[src/rtl/des_pkg.sv]
// Shared DES definitions: permutation tables, S-boxes, key shift schedules,
// FSM state encoding and small permutation helpers. Used by both the
// encryption and decryption cores.
package des_pkg;

  typedef enum logic [1:0] {
    S_IDLE  = 2'd0,
    S_ROUND = 2'd1,
    S_FINAL = 2'd2
  } des_state_e;

  // All tables use DES numbering: entry value 1 is the MSB of the source word.
  localparam int IP_TAB [64] = '{
    58, 50, 42, 34, 26, 18, 10, 2,  60, 52, 44, 36, 28, 20, 12, 4,
    62, 54, 46, 38, 30, 22, 14, 6,  64, 56, 48, 40, 32, 24, 16, 8,
    57, 49, 41, 33, 25, 17,  9, 1,  59, 51, 43, 35, 27, 19, 11, 3,
    61, 53, 45, 37, 29, 21, 13, 5,  63, 55, 47, 39, 31, 23, 15, 7};

  localparam int FP_TAB [64] = '{
    40, 8, 48, 16, 56, 24, 64, 32,  39, 7, 47, 15, 55, 23, 63, 31,
    38, 6, 46, 14, 54, 22, 62, 30,  37, 5, 45, 13, 53, 21, 61, 29,
    36, 4, 44, 12, 52, 20, 60, 28,  35, 3, 43, 11, 51, 19, 59, 27,
    34, 2, 42, 10, 50, 18, 58, 26,  33, 1, 41,  9, 49, 17, 57, 25};

  localparam int E_TAB [48] = '{
    32,  1,  2,  3,  4,  5,   4,  5,  6,  7,  8,  9,
     8,  9, 10, 11, 12, 13,  12, 13, 14, 15, 16, 17,
    16, 17, 18, 19, 20, 21,  20, 21, 22, 23, 24, 25,
    24, 25, 26, 27, 28, 29,  28, 29, 30, 31, 32,  1};

  localparam int P_TAB [32] = '{
    16,  7, 20, 21, 29, 12, 28, 17,   1, 15, 23, 26,  5, 18, 31, 10,
     2,  8, 24, 14, 32, 27,  3,  9,  19, 13, 30,  6, 22, 11,  4, 25};

  localparam int PC1_TAB [56] = '{
    57, 49, 41, 33, 25, 17,  9,   1, 58, 50, 42, 34, 26, 18,
    10,  2, 59, 51, 43, 35, 27,  19, 11,  3, 60, 52, 44, 36,
    63, 55, 47, 39, 31, 23, 15,   7, 62, 54, 46, 38, 30, 22,
    14,  6, 61, 53, 45, 37, 29,  21, 13,  5, 28, 20, 12,  4};

  localparam int PC2_TAB [48] = '{
    14, 17, 11, 24,  1,  5,   3, 28, 15,  6, 21, 10,
    23, 19, 12,  4, 26,  8,  16,  7, 27, 20, 13,  2,
    41, 52, 31, 37, 47, 55,  30, 40, 51, 45, 33, 48,
    44, 49, 39, 56, 34, 53,  46, 42, 50, 36, 29, 32};

  localparam int SHIFT_ENC [16] = '{1, 1, 2, 2, 2, 2, 2, 2, 1, 2, 2, 2, 2, 2, 2, 1};
  // Right-rotation amounts that walk C/D back from C16/D16 to C1/D1.
  localparam int SHIFT_DEC [16] = '{0, 1, 2, 2, 2, 2, 2, 2, 1, 2, 2, 2, 2, 2, 2, 1};

  // Each S-box is stored row-major: index = row*16 + column.
  localparam int SBOX [8][64] = '{
    '{14, 4,13, 1, 2,15,11, 8, 3,10, 6,12, 5, 9, 0, 7,  0,15, 7, 4,14, 2,13, 1,10, 6,12,11, 9, 5, 3, 8,
       4, 1,14, 8,13, 6, 2,11,15,12, 9, 7, 3,10, 5, 0, 15,12, 8, 2, 4, 9, 1, 7, 5,11, 3,14,10, 0, 6,13},
    '{15, 1, 8,14, 6,11, 3, 4, 9, 7, 2,13,12, 0, 5,10,  3,13, 4, 7,15, 2, 8,14,12, 0, 1,10, 6, 9,11, 5,
       0,14, 7,11,10, 4,13, 1, 5, 8,12, 6, 9, 3, 2,15, 13, 8,10, 1, 3,15, 4, 2,11, 6, 7,12, 0, 5,14, 9},
    '{10, 0, 9,14, 6, 3,15, 5, 1,13,12, 7,11, 4, 2, 8, 13, 7, 0, 9, 3, 4, 6,10, 2, 8, 5,14,12,11,15, 1,
      13, 6, 4, 9, 8,15, 3, 0,11, 1, 2,12, 5,10,14, 7,  1,10,13, 0, 6, 9, 8, 7, 4,15,14, 3,11, 5, 2,12},
    '{ 7,13,14, 3, 0, 6, 9,10, 1, 2, 8, 5,11,12, 4,15, 13, 8,11, 5, 6,15, 0, 3, 4, 7, 2,12, 1,10,14, 9,
      10, 6, 9, 0,12,11, 7,13,15, 1, 3,14, 5, 2, 8, 4,  3,15, 0, 6,10, 1,13, 8, 9, 4, 5,11,12, 7, 2,14},
    '{ 2,12, 4, 1, 7,10,11, 6, 8, 5, 3,15,13, 0,14, 9, 14,11, 2,12, 4, 7,13, 1, 5, 0,15,10, 3, 9, 8, 6,
       4, 2, 1,11,10,13, 7, 8,15, 9,12, 5, 6, 3, 0,14, 11, 8,12, 7, 1,14, 2,13, 6,15, 0, 9,10, 4, 5, 3},
    '{12, 1,10,15, 9, 2, 6, 8, 0,13, 3, 4,14, 7, 5,11, 10,15, 4, 2, 7,12, 9, 5, 6, 1,13,14, 0,11, 3, 8,
       9,14,15, 5, 2, 8,12, 3, 7, 0, 4,10, 1,13,11, 6,  4, 3, 2,12, 9, 5,15,10,11,14, 1, 7, 6, 0, 8,13},
    '{ 4,11, 2,14,15, 0, 8,13, 3,12, 9, 7, 5,10, 6, 1, 13, 0,11, 7, 4, 9, 1,10,14, 3, 5,12, 2,15, 8, 6,
       1, 4,11,13,12, 3, 7,14,10,15, 6, 8, 0, 5, 9, 2,  6,11,13, 8, 1, 4,10, 7, 9, 5, 0,15,14, 2, 3,12},
    '{13, 2, 8, 4, 6,15,11, 1,10, 9, 3,14, 5, 0,12, 7,  1,15,13, 8,10, 3, 7, 4,12, 5, 6,11, 0,14, 9, 2,
       7,11, 4, 1, 9,12,14, 2, 0, 6,10,13,15, 3, 5, 8,  2, 1,14, 7, 4,10, 8,13,15,12, 9, 0, 3, 5, 6,11}};

  function automatic logic [63:0] ip_perm(input logic [63:0] x);
    logic [63:0] o;
    o = '0;
    for (int i = 0; i < 64; i++) o[6'(63 - i)] = x[6'(64 - IP_TAB[6'(i)])];
    return o;
  endfunction

  function automatic logic [63:0] fp_perm(input logic [63:0] x);
    logic [63:0] o;
    o = '0;
    for (int i = 0; i < 64; i++) o[6'(63 - i)] = x[6'(64 - FP_TAB[6'(i)])];
    return o;
  endfunction

  function automatic logic [47:0] e_expand(input logic [31:0] x);
    logic [47:0] o;
    o = '0;
    for (int i = 0; i < 48; i++) o[6'(47 - i)] = x[5'(32 - E_TAB[6'(i)])];
    return o;
  endfunction

  function automatic logic [31:0] p_perm(input logic [31:0] x);
    logic [31:0] o;
    o = '0;
    for (int i = 0; i < 32; i++) o[5'(31 - i)] = x[5'(32 - P_TAB[5'(i)])];
    return o;
  endfunction

  function automatic logic [55:0] pc1_perm(input logic [63:0] x);
    logic [55:0] o;
    o = '0;
    for (int i = 0; i < 56; i++) o[6'(55 - i)] = x[6'(64 - PC1_TAB[6'(i)])];
    return o;
  endfunction

  function automatic logic [47:0] pc2_perm(input logic [55:0] x);
    logic [47:0] o;
    o = '0;
    for (int i = 0; i < 48; i++) o[6'(47 - i)] = x[6'(56 - PC2_TAB[6'(i)])];
    return o;
  endfunction

  // Row is the outer bit pair, column the inner four bits.
  function automatic logic [3:0] sbox_lookup(input int n, input logic [5:0] b);
    logic [5:0]  idx;
    logic [31:0] v;
    idx = {b[5], b[0], b[4:1]};
    v   = SBOX[3'(n)][idx];
    return v[3:0];
  endfunction

  function automatic logic [27:0] rotr28(input logic [27:0] c, input int n);
    logic [27:0] o;
    if (n == 1)      o = {c[0], c[27:1]};
    else if (n == 2) o = {c[1:0], c[27:2]};
    else             o = c;
    return o;
  endfunction

  // 1 when any byte of the key fails odd parity.
  function automatic logic key_parity_err(input logic [63:0] k);
    logic [63:0] kk;
    logic        err;
    kk  = k;
    err = 1'b0;
    for (int i = 0; i < 8; i++) begin
      if (~^kk[7:0]) err = 1'b1;
      kk = kk >> 8;
    end
    return err;
  endfunction

endpackage

[src/rtl/des_f_function.sv]
// DES round function f(R,K) = P(S(E(R) ^ K)); purely combinational.
module des_f_function
  import des_pkg::*;
(
  input  logic [31:0] r_i,
  input  logic [47:0] k_i,
  output logic [31:0] f_o
);

  logic [47:0] xs;
  logic [31:0] s;

  // Expand, mix with the subkey, then feed each 6-bit group (S1 first) to its S-box.
  always_comb begin
    xs = e_expand(r_i) ^ k_i;
    s  = '0;
    for (int n = 0; n < 8; n++) begin
      s  = {s[27:0], sbox_lookup(n, xs[47:42])};
      xs = xs << 6;
    end
    f_o = p_perm(s);
  end

endmodule

[src/rtl/des_decrypt_iter.sv]
// Iterative DES decryption: one Feistel round per clock, subkeys K16..K1
// derived on the fly by right-rotating C/D.
//
//   state   | meaning
//   S_IDLE  | ready=1, waiting for load
//   S_ROUND | one round per edge, rnd = 0..15
//   S_FINAL | apply FP to the swapped halves, pulse done next cycle
module des_decrypt_iter
  import des_pkg::*;
#(
  parameter int KEY_PARITY_CHECK = 0
) (
  input  logic        clk,
  input  logic        reset,
  input  logic        load,
  input  logic [63:0] key_in,
  input  logic [63:0] data_in,
  output logic        ready,
  output logic        done,
  output logic [63:0] data_out,
  output logic        key_err
);

  des_state_e  state_q, state_d;
  logic [3:0]  rnd_q, rnd_d;
  logic [31:0] blk_l_q, blk_l_d, blk_r_q, blk_r_d;
  logic [27:0] key_c_q, key_c_d, key_d_q, key_d_d;
  logic [63:0] dout_q, dout_d;
  logic        done_q, done_d;
  logic        kerr_q, kerr_d;

  logic [27:0] c_rot, d_rot;
  logic [47:0] subkey;
  logic [31:0] f_out;
  logic [63:0] ip_blk;
  logic [55:0] cd_init;

  // Subkey for the current round; rnd 0 uses C16/D16 = C0/D0 unrotated.
  always_comb begin
    c_rot  = rotr28(key_c_q, SHIFT_DEC[rnd_q]);
    d_rot  = rotr28(key_d_q, SHIFT_DEC[rnd_q]);
    subkey = pc2_perm({c_rot, d_rot});
  end

  des_f_function u_f (
    .r_i (blk_r_q),
    .k_i (subkey),
    .f_o (f_out)
  );

  // Next-state and datapath updates.
  always_comb begin
    state_d = state_q;
    rnd_d   = rnd_q;
    blk_l_d = blk_l_q;
    blk_r_d = blk_r_q;
    key_c_d = key_c_q;
    key_d_d = key_d_q;
    dout_d  = dout_q;
    done_d  = 1'b0;
    kerr_d  = kerr_q;
    ip_blk  = ip_perm(data_in);
    cd_init = pc1_perm(key_in);
    case (state_q)
      S_IDLE: begin
        if (load) begin
          blk_l_d = ip_blk[63:32];
          blk_r_d = ip_blk[31:0];
          key_c_d = cd_init[55:28];
          key_d_d = cd_init[27:0];
          rnd_d   = 4'd0;
          kerr_d  = (KEY_PARITY_CHECK != 0) && key_parity_err(key_in);
          state_d = S_ROUND;
        end
      end
      S_ROUND: begin
        key_c_d = c_rot;
        key_d_d = d_rot;
        blk_l_d = blk_r_q;
        blk_r_d = blk_l_q ^ f_out;
        rnd_d   = rnd_q + 4'd1;
        if (rnd_q == 4'd15) state_d = S_FINAL;
      end
      S_FINAL: begin
        dout_d  = fp_perm({blk_r_q, blk_l_q});
        done_d  = 1'b1;
        state_d = S_IDLE;
      end
      default: state_d = S_IDLE;
    endcase
  end

  // State and datapath registers with synchronous active-low reset.
  always_ff @(posedge clk) begin
    if (!reset) begin
      state_q <= S_IDLE;
      rnd_q   <= 4'd0;
      blk_l_q <= '0;
      blk_r_q <= '0;
      key_c_q <= '0;
      key_d_q <= '0;
      dout_q  <= '0;
      done_q  <= 1'b0;
      kerr_q  <= 1'b0;
    end else begin
      state_q <= state_d;
      rnd_q   <= rnd_d;
      blk_l_q <= blk_l_d;
      blk_r_q <= blk_r_d;
      key_c_q <= key_c_d;
      key_d_q <= key_d_d;
      dout_q  <= dout_d;
      done_q  <= done_d;
      kerr_q  <= kerr_d;
    end
  end

  assign ready    = (state_q == S_IDLE);
  assign done     = done_q;
  assign data_out = dout_q;
  assign key_err  = kerr_q;

endmodule

[config.mk]
export PLATFORM = sky130hd
export DESIGN_NAME = des_decrypt_iter
export DESIGN_NICKNAME = d
export VERILOG_FILES = /design/src/rtl/des_pkg.sv /design/src/rtl/des_f_function.sv /design/src/rtl/des_decrypt_iter.sv
export SDC_FILE = /design/constraint.sdc
export NUM_CORES = 1
export LEC_CHECK = 0
export ABC_AREA = 1
export BUFFER_PORTS_ARGS = -buffer_cell sky130_fd_sc_hd__buf_4
export CAP_MARGIN = 0
export CELL_PAD_IN_SITES_DETAIL_PLACEMENT = 2
export CELL_PAD_IN_SITES_GLOBAL_PLACEMENT = 2
export CORE_UTILIZATION = 10
export CTS_CLUSTER_SIZE = 10
export DETAILED_ROUTE_END_ITERATION = 16
export PLACE_DENSITY = 0.95
export RECOVER_POWER = 25
export SYNTH_ARGS = -nofsm -noshare
export SYNTH_HDL_FRONTEND = slang
export SYNTH_SLANG_ARGS = --single-unit
[constraint.sdc]
create_clock -name clk -period 2.3 [get_ports clk]
set_clock_uncertainty 0.05 [all_clocks]
set_input_delay 0.23 -clock clk [delete_from_list [all_inputs] [get_ports clk]]
set_output_delay 0.23 -clock clk [all_outputs]
set_load 0.01 [all_outputs]
==> results of run 1 <==
[state kept, by name, summed over array words and instances (netlist names)]
signal	count
rnd_q	4
done	1
state_q	2
[worst min path at each step]
stage / cells after the start / slack (ps) / end
after floorplan: 2 / 320 / rnd_q[0]
after global placement: 2 / 420 / rnd_q[1]
after detailed placement: 2 / 440 / rnd_q[1]
after CTS: 3 / 230 / rnd_q[3]
after global routing: 3 / 240 / rnd_q[3]
final: 3 / 230 / rnd_q[3]
[layout make-up]
type,instances,area [um2]
clock buffer,4,45.0
tap,102,128
multi-input combinational,94,389
timing repair buffer,4,26.3
sequential,7,140
inverter,5,18.8
fill,965,6980
[power by group]
group / total, W / switching, W / internal [W] / leakage [nW]
Combinational: 0.0000748 / 0.0000646 / 0.0000102 / 0.290
Sequential: 0.000130 / 0.00000387 / 0.000126 / 0.0569
Clock: 0.000178 / 0.0000578 / 0.000120 / 0.0228
Total: 0.000382 / 0.000126 / 0.000256 / 0.370
[layout by cell type, fill, tap and decap left out]
master and count:
sky130_fd_sc_hd__nor3_1 1, sky130_fd_sc_hd__ha_1 1, sky130_fd_sc_hd__nor2_2 1, sky130_fd_sc_hd__nand2_1 12
sky130_fd_sc_hd__clkbuf_8 3, sky130_fd_sc_hd__o21ai_2 1, sky130_fd_sc_hd__nor4_1 1, sky130_fd_sc_hd__conb_1 65
sky130_fd_sc_hd__nor2_1 4, sky130_fd_sc_hd__nand3_1 2, sky130_fd_sc_hd__buf_4 3, sky130_fd_sc_hd__o21ai_0 2
sky130_fd_sc_hd__nor2_4 1, sky130_fd_sc_hd__inv_1 4, sky130_fd_sc_hd__inv_2 1, sky130_fd_sc_hd__clkbuf_1 2
sky130_fd_sc_hd__a21oi_1 3, sky130_fd_sc_hd__dfxtp_1 7
[worst register-to-register path, stage by stage, from the launching register on]
cell and delay, ps:
sky130_fd_sc_hd__dfxtp_1 400, sky130_fd_sc_hd__inv_2 80, sky130_fd_sc_hd__nor2_4 160, sky130_fd_sc_hd__nand3_1 100
sky130_fd_sc_hd__nand2_1 80, sky130_fd_sc_hd__nor2_2 40
[per-stage QoR]
step / total power [W] / setup slack, ps / std cells / cell area [um2]
floorplan: 0.000274 / 1310 / 171 / 1040
global placement: 0.000201 / 1340 / 212 / 706
CTS: 0.000388 / 1130 / 216 / 751
finish: 0.000382 / 1140 / 216 / 747
global route: 0.000408 / 1080 / 216 / 747
detailed placement: 0.000204 / 1290 / 212 / 706
[per-layer routing]
layer	global-route usage	vias up
met3	0.0184	4
met4	0.0278	0
met1	0.0186	202
li1	-	210
met2	0.0556	41
met5	0	-
[logic make-up after synthesis]
logic type | after synthesis | synth area share
adder cells (fa/ha/maj) | 1 | 0.0157
flip-flops | 7 | 0.176
AND/OR/NAND/NOR | 22 | 0.124
AO/OA/AOI/OAI | 6 | 0.0424
buffers and inverters | 70 | 0.637
other | 1 | 0.00471
==> run summary, run 1 <==
The count of nets after finishing is 247. The post-detailed-routing wire length came out at 1230 um. The max-slew violation count is 0. The time the final worst path needs with I/O delays and setup is about 1200 ps.

The average via count per standard cell is roughly 2.1. The area inside the core boundary is 0.00773 mm2. The flow ran to the end, and the final reports show no timing, DRC or antenna violations. The repair_antennas step left the layout with diodes totalling 0. The slowest stage of the critical path is the sky130_fd_sc_hd__dfxtp_1 cell.

In this run the core area contains 32 standard-cell rows. The number of iterations in the first detailed-routing pass is 3. After clock tree synthesis, the clock-pin slew on the worst setup and hold paths is ~40 ps. In this run the tool buffered the top-level ports with 4 buffer cells. The data required time at the worst endpoint is 2020 ps.

The count of state elements after synthesis is 7. The number of synthesized flops with an enable pin came out at 0. The final setup violation count is 0. The commonest cells after synthesis are sky130_fd_sc_hd__buf_4 (65), sky130_fd_sc_hd__nand2_1 (12), sky130_fd_sc_hd__dfxtp_1 (7), sky130_fd_sc_hd__inv_1 (4), sky130_fd_sc_hd__nor2_1 (4).

The routed layout has 457 vias. The via count of the first global-routing pass is 392. The starting density of the core came out at 0.103.

The post-layout utilization of the core came out at 0.0967. The setup TNS is 0 ps. The share of synthesized area in the top cell type comes to 0.613. The most critical setup path has its endpoint at ready. The hold slack is 229 ps. After global routing the overflow that remains totals 0.

The post-route fraction of the period consumed by the critical path came out at 0.506. The routed design uses 153 um of met3 wire. sky130_fd_sc_hd__buf_4 takes more of the synthesized area than any other cell. The setup check on the worst reg-to-reg path leaves a slack of 1290 ps. The antenna violation net count after detailed routing came out at 0.

The wire length on met2 is around 710 um. Setup repair after global routing left no endpoint under its margin. The CTS buffer count came out at 3. From left edge to right edge, the die measures just over 90 um.

The flip-flop cell with the highest count after synthesis is sky130_fd_sc_hd__dfxtp_1. In this run the critical register-to-register path is captured at rnd_q[3]. The die height came out at 91.2 um. The yosys synthesis warning count came out at 0. The path length in cells of the critical path is 2. Based on the critical path, the design can be clocked at up to 860 MHz.

The number of H-tree branching levels is 1. The final weighted congestion in routability-driven placement came out at around 0.66. The floorplan die area is between 0.008 and 0.009 mm2.

The critical path in this run is classified as reg -> out. The fraction of layout instances using a drive strength above 1 came out at 0.0877. In the post-synthesis netlist, the biggest area contributors are sky130_fd_sc_hd__buf_4 (61%), sky130_fd_sc_hd__dfxtp_1 (18%), sky130_fd_sc_hd__nand2_1 (5.7%), sky130_fd_sc_hd__a21oi_1 (1.9%), sky130_fd_sc_hd__inv_1 (1.9%). The post-cts hold buffer count is 0. The number of top-level pins came out at ~200. The number of buffers on the longest clock path came out at 2.

For this run, the register share of the synthesized area comes to 0.176. Counting both buffers and inverters, the worst setup path holds a total of 1. The worst setup path is launched from a flip-flop. The analysis attributes to cell leakage a power of 0.370 nW. The number of different library cells in the post-synthesis netlist is 16. The number of cells traversed by the worst register-to-register path is 5. The average cell area after synthesis is 7.44 um2.

The hold violation total from the final report is 0. The number of antenna violations at the first check in global routing is 0. TritonCTS built the clock tree. The area growth from synthesis to layout is -6.13%.

The wire length of the first global-routing pass is 1740 um. The biggest fanout along the worst timing path is 4. The top routing layer in use is met4. In this run the post-CTS setup repair buffer count came out at 0. After detailed routing, the average wire length per cell comes to around 5.7 um. The violation count after the first detailed-route iteration is 10. The fraction of registers with async set or reset after synthesis is 0. The cell type group with the largest total delay on the critical path is flip-flops. The arrival time of the worst setup path came out at 880 ps. The critical path starts at state_q[1]. The startpoint identified for the worst register-to-register timing path is state_q[0]. Traced cell by cell, the critical path runs through nor2_1 > buf_4.

For the worst-skew pair, the clock arrives at the later sink with an insertion delay of between 200 and 250 ps. Synthesis produced approximately 110 cells. The master cell of the clock root buffer is sky130_fd_sc_hd__clkbuf_8. The number of DRC violations after detailed routing came out at 0.

Entering global routing, the biggest net connects 7 pins. The path class of the tightest hold or removal check is in -> reg. In this run, post-CTS repair resized a total of 0 instances. The worst IR drop on VDD came out at 0.000128 V.

The power density normalized to cell area came out at 512 mW/mm2. The aggregate global-route resource usage is 0.0296. The stage delay of the slowest cell on the critical path came out at 350 ps.

Yosys instantiated no cell more often than sky130_fd_sc_hd__buf_4. The startpoint of the lowest-slack hold path is reset. The met1 layer wirelength in the final routing is 319 um. The worst setup path is captured at an output pin. The summed instance area of the synthesized netlist is approximately 800 um2. Once detailed placement completed, the half-perimeter wirelength came to ~1000 um. The number of clock sinks is 7. The number of max-cap violations came out at 0.
Power figures use the tool's default switching activity.
==> run 2, diff against run 1 <==
- clock period: 2.3 -> 1.1 ns (I/O delays scaled with it)
==> run 2 against run 1 <==
Effect of this change:
- worst setup slack got worse by 1100 ps
- sequential cell count did not move
- global-route usage did not move
- highest routed layer unchanged
==> run summary, run 2 (synthesis gave the netlist of run 1 again) <==
Result of the run: complete, no violations (unchanged). The count of instances resized after the clock tree is built came out at 0 (unchanged). The time the final worst path needs with I/O delays and setup is 1030 ps.

The power density normalized to cell area came to 1070 mW/mm2 (was 512 mW/mm2). The number of DRC violations after detailed routing came to 0 (unchanged). The die height is 91.2 um (unchanged). The arrival time of the worst setup path came out at 870 ps (was 880 ps). The maximum clock frequency is 972 MHz.

The share of power burned in combinational logic came out at 0.196 (was 0.195). The max-slew violation count is 0 (unchanged). The final setup violation count is 0 (unchanged). The net switching component of the power came to 0.000264 W (was 0.000126 W). The critical setup path kind is reg -> out (unchanged). The area inside the core boundary came out at 0.00773 mm2 (unchanged). The number of buffers on the longest clock path came out at 2 (unchanged). The register with the most flip-flops is rnd_q (unchanged). The post-detailed-routing wire length came out at 1230 um (unchanged).

The final weighted congestion in routability-driven placement is 0.657 (unchanged). The cell internal power dissipation is 0.000536 W (was 0.000256 W). The worst IR drop on VDD came to 0.000268 V (was 0.000128 V). The aggregate global-route resource usage came out at 0.0296 (unchanged). The setup TNS came out at 0 ps (unchanged). The buffers inserted during post-CTS setup optimization came out at 0 (unchanged).

The number of iterations in the first detailed-routing pass came out at 3 (unchanged). The CTS buffer count is 3 (unchanged). The number of clock sinks is 7 (unchanged). The number of flip-flops in the largest register is 4 (unchanged). The met3 layer usage reported by global route is 0.0184 (unchanged).

The via count of the first global-routing pass is 392 (unchanged). The violation count after the first detailed-route iteration came to 10 (unchanged). The part of the power in registers was 0.339 (about the same). The count of nets after finishing is 247 (unchanged).

The area growth from synthesis to layout is -5.82% (was -6.13%). The worst-skew pair later-pin latency came to 230 ps (about the same). The total power of the final layout came out at 0.000800 W (was 0.000382 W). The final standard cell count with taps included and fillers excluded is 216 (unchanged). The sum of net half-perimeters after detailed placement is 1050 um (unchanged). The fraction of layout instances using a drive strength above 1 is 0.0965 (was 0.0877).

The number of top-level pins is 198 (unchanged). The starting density of the core is 0.103 (unchanged). The master cell of the clock root buffer is sky130_fd_sc_hd__clkbuf_8 (unchanged). The number of max-cap violations is 0 (unchanged). The pin count of the biggest net entering global routing is 7 (unchanged).

The post-route fraction of the period consumed by the critical path is 0.936. The TritonCTS clock tree was built (unchanged). The number of diodes came out at 0 (unchanged).

The net switching share of the total power is 0.330 (about the same). The most common library cell in the layout ignoring fill and taps is sky130_fd_sc_hd__conb_1 (unchanged). The die boundary width came out at 91.2 um (unchanged). The routed via count is 458 (was 457).

The hold violation total from the final report is 0 (unchanged). The data required time at the worst endpoint came out at 940 ps (was 2020 ps). The hold slack is 109 ps (was 229 ps). The remaining global-route overflow is 0 (unchanged).

The number of antenna violations at the first check in global routing came to 0 (unchanged). Unrepaired setup endpoints after global routing: no (unchanged). The kind of start point of the critical path is a flip-flop (unchanged). The antenna violation net count after detailed routing is 0 (unchanged). The floorplan die area is 0.00832 mm2 (unchanged). The wire length of the first global-routing pass came out at 1740 um (unchanged). The static power due to leakage is 0.371 nW (was 0.370 nW). The biggest fanout along the worst timing path came to 4 (unchanged). The number of filler instances in the final layout came out at 964 (was 965). The global routing met1 resource utilization is 0.0186 (unchanged). The path class of the lowest-slack min-delay path is in -> reg (unchanged).

The kind of end point of the critical path was an output pin (unchanged). The final routed wire length divided by cell count is 5.68 um (unchanged). The number of H-tree branching levels is 1 (unchanged). The total placed cells including tap cells is 212 (unchanged). The count of buffers from port buffering came to 4 (unchanged). Highest-count cells in the layout ignoring fill and taps: sky130_fd_sc_hd__conb_1 (65), sky130_fd_sc_hd__nand2_1 (12), sky130_fd_sc_hd__dfxtp_1 (7), sky130_fd_sc_hd__inv_1 (4) (was sky130_fd_sc_hd__conb_1 (65), sky130_fd_sc_hd__nand2_1 (12), sky130_fd_sc_hd__dfxtp_1 (7), sky130_fd_sc_hd__nor2_1 (4), sky130_fd_sc_hd__inv_1 (4)). The met2 demand-to-capacity share in global routing is 0.0556 (unchanged).

The layer with the highest usage after global routing is met2 (unchanged). The part of the power in the clock network is 0.465 (was 0.466). The standard-cell row count is 32 (unchanged). The post-CTS clock slew at the launch and capture registers of the worst setup and hold paths came to 40 ps (about the same). The post-cts hold buffer count is 0 (unchanged). The average via count per standard cell came out at 2.12 (about the same).
-- run 2: cell count changes in the layout (fill, tap and decap cells not counted) --
| cell | previous run | this run |
|---|---|---|
| sky130_fd_sc_hd__nor2_1 | 4 | 3 |
| sky130_fd_sc_hd__nor2_2 | 1 | 2 |
-- run 2: final cells by class --
| class | instances | area, um2 | share of cell area |
|---|---|---|---|
| multi-input combinational | 94 | 392 | 0.523 |
| tap | 102 | 128 | 0.170 |
| timing repair buffer | 4 | 26.3 | 0.0351 |
| sequential | 7 | 140 | 0.187 |
| clock buffer | 4 | 45.0 | 0.0601 |
| inverter | 5 | 18.8 | 0.0250 |
-- run 2: power by group through the flow --
stage / clock network [W] / registers [W] / logic, W
global placement: 0 / 0.000275 / 0.000146
CTS: 0.000388 / 0.000271 / 0.000153
floorplan: 0 / 0.000273 / 0.000300
detailed placement: 0 / 0.000275 / 0.000151
finish: 0.000372 / 0.000272 / 0.000157
global route: 0.000405 / 0.000272 / 0.000177
-- run 2: layer usage --
metal	vias up	routed length (um)	part of all wire
met3	4	153	0.12
met5	-	0	0
met4	0	40	0.033
met2	41	713	0.58
met1	203	319	0.26
li1	210	-	-
-- run 2: worst paths after layout --
kind | cells after the start | end | slack, ps | start
setup / recovery | 2 | ready | 70 | state_q[1]
hold / removal | 3 | rnd_q[3] | 110 | reset
setup reg to reg | 5 | rnd_q[3] | 70 | state_q[0]
hold reg to reg | 2 | rnd_q[1] | 440 | rnd_q[1]
-- run 2: metrics by stage --
stage	utilization	cell area [um2]	worst slack, ps
global placement	0.0913	706	143
floorplan	-	1040	112
finish	0.0970	749	70.7
global route	0.0970	749	7.36
detailed placement	0.0913	706	91.6
CTS	0.0972	751	45.3
-- run 2: critical path, cell delays in order (launching register included) --
cell                      delay (ps)
sky130_fd_sc_hd__dfxtp_1         420
sky130_fd_sc_hd__nor2_2           70
sky130_fd_sc_hd__buf_4           140
